[config.mk]
export PLATFORM = sky130hd
export DESIGN_NAME = ysyx_rnu_sched
export DESIGN_NICKNAME = d
export VERILOG_FILES = /design/src/rtl/ysyx_rnu_pkg.sv /design/src/rtl/ysyx_rnu_rat.sv /design/src/rtl/ysyx_rnu_sched.sv
export SDC_FILE = /design/constraint.sdc
export NUM_CORES = 1
export LEC_CHECK = 0
export CORE_MARGIN = 8
export CORE_UTILIZATION = 30
export DETAILED_ROUTE_END_ITERATION = 7
export PLACE_DENSITY = 0.54
export SLEW_MARGIN = 30
export SYNTH_ARGS = -nofsm -noshare
export SYNTH_HDL_FRONTEND = slang
export SYNTH_HIERARCHICAL = 1
export SYNTH_SLANG_ARGS = --single-unit
export TNS_END_PERCENT = 10
[constraint.sdc]
create_clock -name clock -period 3.5 [get_ports clock]
set_clock_uncertainty 0.1 [all_clocks]
set_input_delay 0.7 -clock clock [delete_from_list [all_inputs] [get_ports clock]]
set_output_delay 0.7 -clock clock [all_outputs]
set_load 0.02 [all_outputs]
[src/rtl/ysyx_rnu_pkg.sv]
// -----------------------------------------------------------------------------
// ysyx_rnu_pkg
// Shared types and helpers for the rename/dispatch scheduler.
//   rob_tag_t  : ROB destination tag, one bit wider than the ROB index so that
//                value 0 can mean "no producer / operand ready".
//   TAG_NONE   : the "ready" tag value.
//   idx2tag    : ROB index -> tag (index k is tag k+1).
//   tag2idx    : tag -> ROB index (inverse of idx2tag).
// The build-wide sizes normally come from ysyx.svh; the guarded defaults below
// keep this slice self-contained when that header is not on the include path.
// -----------------------------------------------------------------------------
`ifndef YSYX_ROB_SIZE
`define YSYX_ROB_SIZE 8
`endif
`ifndef YSYX_REG_LEN
`define YSYX_REG_LEN 5
`endif

package ysyx_rnu_pkg;

    localparam int ROB_SIZE_DEF = `YSYX_ROB_SIZE;
    localparam int RLEN_DEF     = `YSYX_REG_LEN;
    localparam int TW_DEF       = $clog2(ROB_SIZE_DEF) + 1;

    typedef logic [TW_DEF-1:0] rob_tag_t;

    localparam rob_tag_t TAG_NONE = '0;

    function automatic int idx2tag(input int idx);
        return idx + 1;
    endfunction

    function automatic int tag2idx(input int tag);
        return tag - 1;
    endfunction

endpackage

[src/rtl/ysyx_rnu_rat.sv]
// -----------------------------------------------------------------------------
// ysyx_rnu_rat
// Register-status table: for each architectural register, the tag of the
// youngest in-flight producer (0 when the register value is ready).
//   clock, reset        : clock, asynchronous active-low reset
//   flush               : clear every entry on the next edge
//   rd_addr1/2, rd_tag1/2 : two combinational read ports; reads see the
//                         same-cycle commit clear (bypass), x0 always reads 0
//   set_en/addr/tag     : allocate a new producer for a register
//   clr_en/addr/tag     : commit clear, applied only if the entry still holds
//                         the committing tag (a younger writer keeps ownership)
// -----------------------------------------------------------------------------
module ysyx_rnu_rat
    import ysyx_rnu_pkg::*;
#(
    parameter int RLEN = 5,
    parameter int TW   = 4
) (
    input  logic            clock,
    input  logic            reset,
    input  logic            flush,
    input  logic [RLEN-1:0] rd_addr1,
    input  logic [RLEN-1:0] rd_addr2,
    output logic [TW-1:0]   rd_tag1,
    output logic [TW-1:0]   rd_tag2,
    input  logic            set_en,
    input  logic [RLEN-1:0] set_addr,
    input  logic [TW-1:0]   set_tag,
    input  logic            clr_en,
    input  logic [RLEN-1:0] clr_addr,
    input  logic [TW-1:0]   clr_tag
);

    localparam int NREG = 1 << RLEN;

    logic [TW-1:0] st [NREG];
    logic          clr_hit;

    assign clr_hit = clr_en && (st[clr_addr] == clr_tag);

    // NOTE: every output of a combinational block gets a default first, so no
    // path through the block leaves it unassigned and no latch is inferred.
    always_comb begin
        rd_tag1 = st[rd_addr1];
        rd_tag2 = st[rd_addr2];
        if (rd_addr1 == '0 || (clr_hit && rd_addr1 == clr_addr)) begin
            rd_tag1 = TW'(TAG_NONE);
        end
        if (rd_addr2 == '0 || (clr_hit && rd_addr2 == clr_addr)) begin
            rd_tag2 = TW'(TAG_NONE);
        end
    end

    // NOTE: this table is a bank of flops, not a RAM, so it is reset: both
    // reset and flush must leave every register marked ready.
    always_ff @(posedge clock or negedge reset) begin
        if (!reset) begin
            for (int i = 0; i < NREG; i++) st[i] <= '0;
        end else if (flush) begin
            for (int i = 0; i < NREG; i++) st[i] <= '0;
        end else begin
            if (clr_hit) begin
                st[clr_addr] <= '0;
            end
            // NOTE: non-blocking assignments; when both target the same entry
            // the later one (the new producer) is the value that lands.
            if (set_en && set_addr != '0) begin
                st[set_addr] <= set_tag;
            end
        end
    end

endmodule

[src/rtl/ysyx_rnu_sched.sv]
// -----------------------------------------------------------------------------
// ysyx_rnu_sched
// Rename/dispatch scheduler between decode and the reservation stations.
// Allocates ROB tags round-robin, resolves qj/qk through the status table and
// presents the result from a one-entry registered output stage.
//   clock, reset               : clock, asynchronous active-low reset
//   in_valid/in_ready          : decode handshake
//   in_rs1/rs2/rd/wen/pc       : decoded instruction
//   out_valid/out_ready        : dispatch handshake
//   out_qj/qk/dest/rd/wen/pc   : renamed instruction (registered)
//   cmt_valid/cmt_dest/cmt_rd  : in-order ROB retirement
//   flush                      : squash all in-flight state
//   full                       : every ROB tag is allocated
// -----------------------------------------------------------------------------
module ysyx_rnu_sched
    import ysyx_rnu_pkg::*;
#(
    parameter int RLEN     = RLEN_DEF,
    parameter int XLEN     = 32,
    parameter int ROB_SIZE = ROB_SIZE_DEF
) (
    input  logic                     clock,
    input  logic                     reset,
    input  logic                     in_valid,
    output logic                     in_ready,
    input  logic [RLEN-1:0]          in_rs1,
    input  logic [RLEN-1:0]          in_rs2,
    input  logic [RLEN-1:0]          in_rd,
    input  logic                     in_wen,
    input  logic [XLEN-1:0]          in_pc,
    output logic                     out_valid,
    input  logic                     out_ready,
    output logic [$clog2(ROB_SIZE):0] out_qj,
    output logic [$clog2(ROB_SIZE):0] out_qk,
    output logic [$clog2(ROB_SIZE):0] out_dest,
    output logic [RLEN-1:0]          out_rd,
    output logic                     out_wen,
    output logic [XLEN-1:0]          out_pc,
    input  logic                     cmt_valid,
    input  logic [$clog2(ROB_SIZE):0] cmt_dest,
    input  logic [RLEN-1:0]          cmt_rd,
    input  logic                     flush,
    output logic                     full
);

    localparam int IW = $clog2(ROB_SIZE);
    localparam int TW = IW + 1;

    logic [IW-1:0] head;
    logic [IW-1:0] tail;
    logic [TW-1:0] count;
    logic [TW-1:0] tail_tag;
    logic [TW-1:0] qj;
    logic [TW-1:0] qk;
    logic          accept;
    logic          commit;

    // Ready depends only on registered state plus flush/out_ready, so a
    // commit arriving while full cannot reopen the input in the same cycle.
    assign in_ready = !flush && (count < TW'(ROB_SIZE)) && (!out_valid || out_ready);
    assign accept   = in_valid && in_ready;
    assign commit   = cmt_valid && (count != '0) && !flush;
    assign full     = (count == TW'(ROB_SIZE));
    assign tail_tag = TW'(idx2tag(int'(tail)));

    ysyx_rnu_rat #(
        .RLEN (RLEN),
        .TW   (TW)
    ) u_rat (
        .clock    (clock),
        .reset    (reset),
        .flush    (flush),
        .rd_addr1 (in_rs1),
        .rd_addr2 (in_rs2),
        .rd_tag1  (qj),
        .rd_tag2  (qk),
        .set_en   (accept && in_wen),
        .set_addr (in_rd),
        .set_tag  (tail_tag),
        .clr_en   (commit),
        .clr_addr (cmt_rd),
        .clr_tag  (cmt_dest)
    );

    // Allocator: head/tail wrap naturally because ROB_SIZE is a power of two.
    always_ff @(posedge clock or negedge reset) begin
        if (!reset) begin
            head  <= '0;
            tail  <= '0;
            count <= '0;
        end else if (flush) begin
            head  <= '0;
            tail  <= '0;
            count <= '0;
        end else begin
            if (accept) tail <= tail + 1'b1;
            if (commit) head <= head + 1'b1;
            case ({accept, commit})
                2'b10:   count <= count + 1'b1;
                2'b01:   count <= count - 1'b1;
                default: ;
            endcase
        end
    end

    // One-entry output stage; contents only change on a new accept, which
    // requires the previous entry to have been taken, so a stalled entry
    // holds steady.
    always_ff @(posedge clock or negedge reset) begin
        if (!reset) begin
            out_valid <= 1'b0;
            out_qj    <= '0;
            out_qk    <= '0;
            out_dest  <= '0;
            out_rd    <= '0;
            out_wen   <= 1'b0;
            out_pc    <= '0;
        end else if (flush) begin
            out_valid <= 1'b0;
        end else if (accept) begin
            out_valid <= 1'b1;
            out_qj    <= qj;
            out_qk    <= qk;
            out_dest  <= tail_tag;
            out_rd    <= in_rd;
            out_wen   <= in_wen;
            out_pc    <= in_pc;
        end else if (out_ready) begin
            out_valid <= 1'b0;
        end
    end

    // The ROB must retire strictly in allocation order.
    cmt_order_a : assert property (@(posedge clock) disable iff (!reset)
        commit |-> (tag2idx(int'(cmt_dest)) == int'(head)));

endmodule

==> results.py <==
metrics = {
    "global_routing": {
        "antenna_found_initial": 2,
        "grt_pass1_wl_mm": 66.5,
        "grt_max_degree": 79,
        "grt.total_usage": 0.183,
        "grt_pass1_vias": 10468,
        "gr-total-overflow": 0,
    },
    "layout": {
        "syn_to_final_growth_pct": 27.7,
        "fin_area_mm2": 0.0154,
        "drive_gt1_frac": 0.226,
        "fin_nets": 1355,
        "diodes": 0,
        "fillCellCount": 3872,
    },
    "setup_path": {
        "path_delay_family": "simple AND/OR/NAND/NOR gates",
        "cp-start-kind": "primary input",
        "cpPeakStageDelay_ns": 0.63,
        "crit_buf_inv": 5,
        "critPathRequiredTime_ns": 3.72,
        "crit_chain": "dlymetal6s2s_1, buf_12, or4bb_4, buf_4, o22ai_2, nor4_1, and3_1, or4_4, buf_12, nor4_4, buf_4, o22ai_1",
        "crit_path_top_delay_cell": "or4_4",
        "path_class": "in2reg",
        "arrival_ns": 3.60,
        "crit_fanout": 11,
        "crit_path_end_kind": "register",
        "rrSetupSlack_ns": 0.47,
    },
    "yosys": {
        "seq_area_frac_synth": 0.387,
        "yosysUniqueCellTypes": 57,
        "yosysMostFrequentCell": "nand2_1",
        "synth_top_cell_area_share": 0.387,
        "syn-num-nets": 1198,
        "ys_seq_elements": 186,
        "synthFlopType": "dfrtp_1",
        "synth_cells": 1132,
        "netlist_area_mm2": 0.0120,
        "async_flop_share": 1.00,
        "yosysTopAreaCell": "dfrtp_1",
        "synth_common_cells": "201 x nand2_1, 186 x dfrtp_1, 144 x o22ai_1",
        "ys_top_cells_by_area": "dfrtp_1 39%, mux4_2 15%, o22ai_1 7.5%",
        "yosys_warnings": 6,
        "avgSynthCellArea_um2": 10.6,
        "synth_edf_count": 0,
    },
    "power": {
        "total_power_uw": 5470,
        "p_per_area_mw_per_mm2": 356,
        "cellLeakagePower_uw": 0.00612,
        "ir_drop_v": 0.000255,
    },
    "drt": {
        "wl_per_cell_um": 24.2,
        "first_pass_iters": 5,
        "wl_mm": 44.2,
        "ant_nets": 0,
        "first_iter_violations": 1358,
        "vias": 10620,
        "drc": 0,
        "post_drt_via_cell_ratio": 5.82,
    },
    "timing": {
        "grt_setup_unrepaired": "false",
        "finalCriticalPeriod_ns": 3.38,
        "slew_viol_final": 0,
        "setup_violations": 0,
        "finalSetupTns_ns": 0,
        "final.period_utilization": 0.966,
        "hold_viol_final": 0,
        "fmaxAchievable_mhz": 296,
        "fin_hold_ws_ns": 0.0783,
        "tightest_slew_ns": 0.778,
        "max_slew_margin": 0.479,
    },
    "min_path": {
        "hold_path.class": "in2async",
    },
    "clocking": {
        "path_clk_slew_ns": 0.08,
        "cts-root-buf": "clkbuf_16",
        "tritoncts": "built",
        "cts_max_level": 4,
        "cts_hold_buf": 0,
        "cts_buffer_depth": 2,
        "cts_sinks": 186,
        "cts_made_buffers": 17,
        "insertion_delay_ns": 0.46,
    },
    "placement": {
        "gp_congestion": 0.936,
        "port_buffers": 115,
        "placed_area_mm2": 0.0145,
        "dp_hpwl_mm": 31.1,
    },
    "floorplanning": {
        "row_count": 73,
        "core_mm2": 0.0396,
        "start_util": 0.303,
        "die_area_mm2": 0.0467,
        "ioPinCount": 116,
        "fp.dieH_um": 216,
        "die_w_um": 216,
    },
    "job": {
        "maxCapViolations": 0,
    },
    "outcome": {
        "status": "complete, no violations",
    },
}
[flip-flops by register name (all words and copies together) (netlist names)]
signal,cells
out_rd,5
tail,3
out_dest,4
out_qk,4
u_rat/st,128
out_valid,1
out_pc,32
count,4
out_qj,4
out_wen,1
[stage by stage]
step / worst slack, ns / std cells / util
after detailed placement: -0.583 / 1789 / 0.366
after global routing: 0.0663 / 1826 / 0.387
final: 0.120 / 1826 / 0.387
after floorplan: 0.137 / 1132 / -
after global placement: -0.496 / 1789 / 0.366
after CTS: 0.0396 / 1820 / 0.381
[where the power goes]
| group | switching [µW] | internal (µW) | total (µW) |
|---|---|---|---|
| Sequential | 86.9 | 2270 | 2360 |
| Combinational | 709 | 556 | 1270 |
| Clock | 892 | 950 | 1840 |
[timing repair]
| action | in CTS | in global routing |
|---|---|---|
| setup endpoints to repair | 52 | 128 |
| pin swaps | 0 | 1 |
| resized for setup | 5 | 19 |
| gates cloned | 0 | 6 |
| buffers inserted | 0 | 0 |
[path summary, 6_finish.rpt]
kind                                    from           end  depth (start not counted)
max in group asynchronous              reset  u_rat/st[50]                          2
worst min-delay path                   reset      count[3]                          1
min in group clock                     flush      count[3]                          2
worst max register to register  u_rat/st[83]  u_rat/st[73]                          9
worst min register to register    out_pc[20]    out_pc[20]                          2
worst max-delay path               cmt_rd[3]  u_rat/st[73]                         12
[routing by layer]
layer / up-vias / global-route usage / share of wire
met5: - / 0 / 0.00048
met4: 4 / 0.0661 / 0.028
met3: 67 / 0.0365 / 0.074
met2: 497 / 0.283 / 0.45
met1: 5385 / 0.252 / 0.44
li1: 4667 / - / -
[cells in the final DEF (no fill, tap or decap), types with 8 or more instances in the layout]
cell,n
nand2_1,201
a211oi_1,12
clkdlybuf4s50_1,106
a21oi_1,17
nor4_1,14
mux4_2,80
buf_12,19
nor2_1,17
clkbuf_16,23
o41ai_1,8
buf_4,96
nor4_2,16
dfrtp_1,186
nor4_4,15
nand3b_1,117
inv_1,15
mux2i_1,72
o22ai_1,138
xnor2_1,8
[cell families (layout without fill, tap and decap cells)]
group,count (synthesis),in the layout,share of synthesized area
adder cells (fa/ha/maj),3,3,0.00312
flip-flops,186,186,0.387
multiplexers,153,153,0.211
AO/OA/AOI/OAI,201,201,0.107
buffers and inverters,112,281,0.0408
AND/OR/NAND/NOR,461,461,0.240
XOR/XNOR,16,16,0.0117
[final cells by class]
class                      instances  area (µm²)  share of cell area
clock inverter                    12        92.6             0.00603
multi-input combinational        834        7040               0.459
timing repair buffer             235        2400               0.156
tap                              525         657              0.0428
sequential                       186        4650               0.303
inverter                          15        56.3             0.00367
clock buffer                      19         453              0.0295
Note: power is estimated with default switching activity, not from simulation.
